**src/rtl/grf_multiport_sb.sv**
```systemverilog
// rtl/grf_multiport_sb.sv - parametrised multi-read-port register file with pending-writer scoreboard
// Optional write-back trace enabled by defining GRF_TRACE_EN.
module grf_multiport_sb #(
    parameter int DATA_W = 32,
    parameter int ADDR_W = 5,
    parameter int NRD    = 2
) (
    input  logic                     clk,
    input  logic                     reset,
    input  logic [NRD*ADDR_W-1:0]    rd_addr,
    output logic [NRD*DATA_W-1:0]    rd_data,
    output logic [NRD-1:0]           rd_pending,
    input  logic                     issue_en,
    input  logic [ADDR_W-1:0]        issue_addr,
    input  logic                     we,
    input  logic [ADDR_W-1:0]        wa,
    input  logic [DATA_W-1:0]        wd,
    input  logic [31:0]              wpc,
    output logic [ADDR_W:0]          pend_cnt
);
    localparam int DEPTH = 1 << ADDR_W;

    logic [DATA_W-1:0] regs [DEPTH];
    logic [DEPTH-1:0]  pend;
    logic [DEPTH-1:0]  pend_nxt;
    logic              set_ok;
    logic              clr_ok;
    logic              cnt_inc;
    logic              cnt_dec;

    assign set_ok = issue_en && (issue_addr != '0);
    assign clr_ok = we && (wa != '0);

    // A new writer issued to the register being written back wins: the bit stays set.
    always_comb begin
        pend_nxt = pend;
        if (clr_ok)
            pend_nxt[wa] = 1'b0;
        if (set_ok)
            pend_nxt[issue_addr] = 1'b1;
        pend_nxt[0] = 1'b0;
    end

    assign cnt_inc = set_ok && !pend[issue_addr];
    assign cnt_dec = clr_ok && pend[wa] && !(set_ok && (issue_addr == wa));

    always_ff @(posedge clk or posedge reset) begin
        if (reset) begin
            for (int i = 0; i < DEPTH; i++)
                regs[i] <= '0;
            pend     <= '0;
            pend_cnt <= '0;
        end else begin
            if (clr_ok)
                regs[wa] <= wd;
            pend <= pend_nxt;
            if (cnt_inc && !cnt_dec)
                pend_cnt <= pend_cnt + 1'b1;
            else if (cnt_dec && !cnt_inc)
                pend_cnt <= pend_cnt - 1'b1;
        end
    end

    // Same-cycle write-back forwards its data and satisfies the hazard on that register.
    for (genvar k = 0; k < NRD; k++) begin : g_rd
        logic [ADDR_W-1:0] a;
        logic              hit;
        assign a   = rd_addr[k*ADDR_W +: ADDR_W];
        assign hit = we && (wa == a) && (a != '0);
        assign rd_data[k*DATA_W +: DATA_W] = (reset || (a == '0)) ? '0 :
                                             hit ? wd : regs[a];
        assign rd_pending[k] = !reset && pend[a] && !hit;
    end

`ifdef GRF_TRACE_EN
    logic [DATA_W-1:0] trace_wd;
    assign trace_wd = (wa == '0) ? '0 : wd;

    always_ff @(posedge clk) begin
        if (!reset && we)
            $display("%d@%h: $%d <= %h", $time, wpc, wa, trace_wd);
    end
`else
    logic unused_wpc;
    assign unused_wpc = ^wpc;
`endif

endmodule

```
**config.mk**
```make
export PLATFORM = sky130hd
export DESIGN_NAME = grf_multiport_sb
export DESIGN_NICKNAME = d
export VERILOG_FILES = /design/src/rtl/grf_multiport_sb.sv
export SDC_FILE = /design/constraint.sdc
export NUM_CORES = 2
export LEC_CHECK = 0
export BUFFER_PORTS_ARGS = -buffer_cell sky130_fd_sc_hd__buf_2
export CAP_MARGIN = 20
export CORE_AREA = 5 5 329 411
export DETAILED_ROUTE_END_ITERATION = 16
export DIE_AREA = 0 0 334 416
export PLACE_DENSITY = 0.66
export SYNTH_ARGS = -nofsm -noshare
export SYNTH_HDL_FRONTEND = slang
export SYNTH_SLANG_ARGS = --single-unit
```
**constraint.sdc**
```tcl
create_clock -name clk -period 72.6 [get_ports clk]
set_input_delay 7.26 -clock clk [delete_from_list [all_inputs] [get_ports clk]]
set_output_delay 7.26 -clock clk [all_outputs]
set_load 0.1 [all_outputs]
```
==> results.yml <==
place:
  place_area_um2: 60000
  gp_congestion: 0.787
  io_buffers: 127
  pre_cts_slack_ps: 53810
  dp.cells: 5476
  hpwl_um: 98200
synth:
  synth_edf_count: 0
  syn_nets: 4080
  synth.top_cell.area_share_pct: 45.4
  synthCells: 3986
  synth_area_leaders: "dfrtp_1 45%, mux2_2 21%, mux4_2 19%"
  synth.avg_cell_area_um2: 14.7
  synthArstFlopShare_pct: 100
  ys_seq_area_share_pct: 45.4
  synth_area_leader_cell: "dfrtp_1"
  synth_cell_types: 59
  synth-main-ff-cell: "dfrtp_1"
  syn-cell-area_um2: 58400
  ys_ff_latch: 1061
  yosysWarnings: 0
route:
  ant_nets: 0
  wire_per_inst_um: 30.9
  via_per_inst: 6.46
  drt_iter0_markers: 3125
  drt-pass1-iter-count: 6
  routed_wl_um: 175000
  drcViolationCount: 0
  routed-via-count: 36700
worst_setup_path:
  cp.required_ps: 65340
  worstRegToRegCells: 13
  r2r_end: "pend_cnt[5]"
  startpoint_type: "input port"
  crit_slowest_cell: "buf_4"
  cp_max_fo: 82
  max_stage_delay_ps: 790
  r2r_start: "pend[2]"
  path_cells: "buf_8, buf_4, buf_4, mux4_2, mux2i_1, mux2i_1, a211oi_1, nor3_1, buf_2"
  worstPathArrival_ps: 11530
  criticalPathCategory: "in -> out"
  reg2reg_slack_ps: 69050
  crit_path_end_kind: "output port"
timing:
  hold_viol_final: 0
  fin_hold_ws_ps: 396
  slew_viol_final: 0
  min_period_ps: 18790
  fmax_mhz: 53.2
  post-route-period-util_pct: 25.9
  setup_tns_ps: 0
  fin_ws_ps: 53810
  skew_ps: 11.5
  worst_pin_slew_ps: 1110
  rsz0062_at_grt: "false"
  slew_headroom_pct: 26.2
  setup_violations: 0
cts:
  clock_latency_ps: 690
  clockBufferDepth: 3
  cts_setup_buffers: 0
  cts_tree: "done"
  h-tree-depth: 3
  clk_transition_reported_paths_ps: 60
  ctsHoldBuffers: 0
  cts_buffers: 110
  cts_root_buffer: "clkbuf_16"
  ctsResizeCount: 0
  cts.sinks: 1061
global_routing:
  grt_start_max_net_pins: 143
  grt_pass1_wl_um: 262000
  grt-ovfl-total: 0
  grt_usage_pct: 25.1
  antenna_found_initial: 12
  grt_pass1_vias: 38500
power:
  power_density_nw_per_um2: 28.1
  total_power_mw: 1.80
  swShare_pct: 28.8
  p_leak_nw: 27.7
  pwr-share-comb_pct: 23.2
  ir_drop_uv: 19.9
  intPower_mw: 1.28
  p_switching_mw: 0.517
  pwr-share-seq_pct: 43.8
  p_clk_share_pct: 33.0
die:
  ios: 160
  rows: 149
  initial_utilization_pct: 44.5
  fp.dieArea_um2: 139000
  core-area_um2: 131000
  die_w_um: 334
  die_h_um: 416
hold_path:
  hp-class: "reg -> reg"
  min_delay_worst_endpoint: "regs[992]"
  whs_path_depth: 0
  hold_start: "regs[992]"
final_layout:
  fin_cells: 5682
  area_growth_pct: 9.23
  fin_area_um2: 63800
  drive_above_1_share_pct: 51.3
  final_util_pct: 48.6
  num-nets-final: 3946
outcome:
  status: "finished, final reports clean"
job:
  cap_violations: 0
==> state kept, by name (all words and copies together), names as in the netlist <==
| signal | cells |
|---|---|
| pend_cnt | 6 |
| regs | 1024 |
| pend | 31 |
==> critical path: cells and delay by family <==
kind	cells	cell delay, ps
compound gates	1	140
simple gates	1	670
buf+inv	4	2660
mux	3	670
==> cells in the mapped netlist (9+ instances only) <==
master and instances:
a211oi_1 65, a21oi_1 33, a22o_1 12, buf_1 27, buf_2 172, buf_4 57
clkbuf_1 196, dfrtp_1 1061, inv_1 13, mux2_1 13, mux2_2 1107, mux2i_1 258
mux4_2 482, nand2_1 43, nand2b_1 9, nor2_1 141, nor3_1 35, o21ai_0 27
o221ai_1 59, o22ai_1 69, xnor2_1 11
==> worst max-delay path by stage <==
stage	startpoint	slack [ps]	end
CTS	rd_addr[6]	53810	rd_data[48]
detailed placement	rd_addr[6]	53810	rd_data[38]
global route	rd_addr[6]	53620	rd_data[39]
global placement	rd_addr[6]	53770	rd_data[48]
finish	rd_addr[6]	53810	rd_data[48]
floorplan	reset	29810	rd_data[0]
==> layout by cell type, fill, tap and decap left out, types with 31 or more instances in the layout <==
master / count
mux2_2: 1107
dfrtp_1: 1061
mux4_2: 482
mux2i_1: 258
nor2_1: 130
buf_2: 119
clkbuf_16: 111
buf_4: 80
o22ai_1: 69
a211oi_1: 65
o221ai_1: 59
nor3_1: 35
a21oi_1: 33
clkbuf_8: 31
==> metal layers <==
layer | up-vias | GRT usage [%] | wire (um)
met5 | - | 0 | 18
met4 | 4 | 9.31 | 7180
met3 | 357 | 4.13 | 11500
met2 | 1360 | 42.2 | 86900
met1 | 19900 | 33.1 | 69900
li1 | 15100 | - | -
==> power by group through the flow <==
stage	clock [mW]	sequential [mW]	combinational, mW
after floorplan	0	0.783	0.335
after global placement	0	0.786	0.410
after detailed placement	0	0.795	0.418
after CTS	0.603	0.784	0.419
after global routing	0.627	0.801	0.448
final	0.593	0.787	0.416
==> final cells by class <==
| class | instances | area (um^2) |
|---|---|---|
| clock buffer | 170 | 3310 |
| multi-input combinational | 2455 | 29900 |
| timing repair buffer | 210 | 1390 |
| clock inverter | 28 | 457 |
| tap | 1736 | 2170 |
| fill | 11300 | 67400 |
| sequential | 1061 | 26600 |
| antenna | 8 | 20.0 |
| inverter | 14 | 60.1 |
==> logic make-up (layout without fill, tap and decap cells) <==
kind of cell | count (synthesis) | count (layout) | synth area share [%]
mux | 1860 | 1860 | 44.6
flops | 1061 | 1061 | 45.4
buf+inv | 470 | 422 | 3.80
compound gates | 293 | 293 | 3.56
simple gates | 278 | 278 | 2.20
xor+xnor | 18 | 18 | 0.270
fa+ha+maj | 6 | 6 | 0.141
other cells | 0 | 8 | 0
Power figures use the tool's default switching activity.
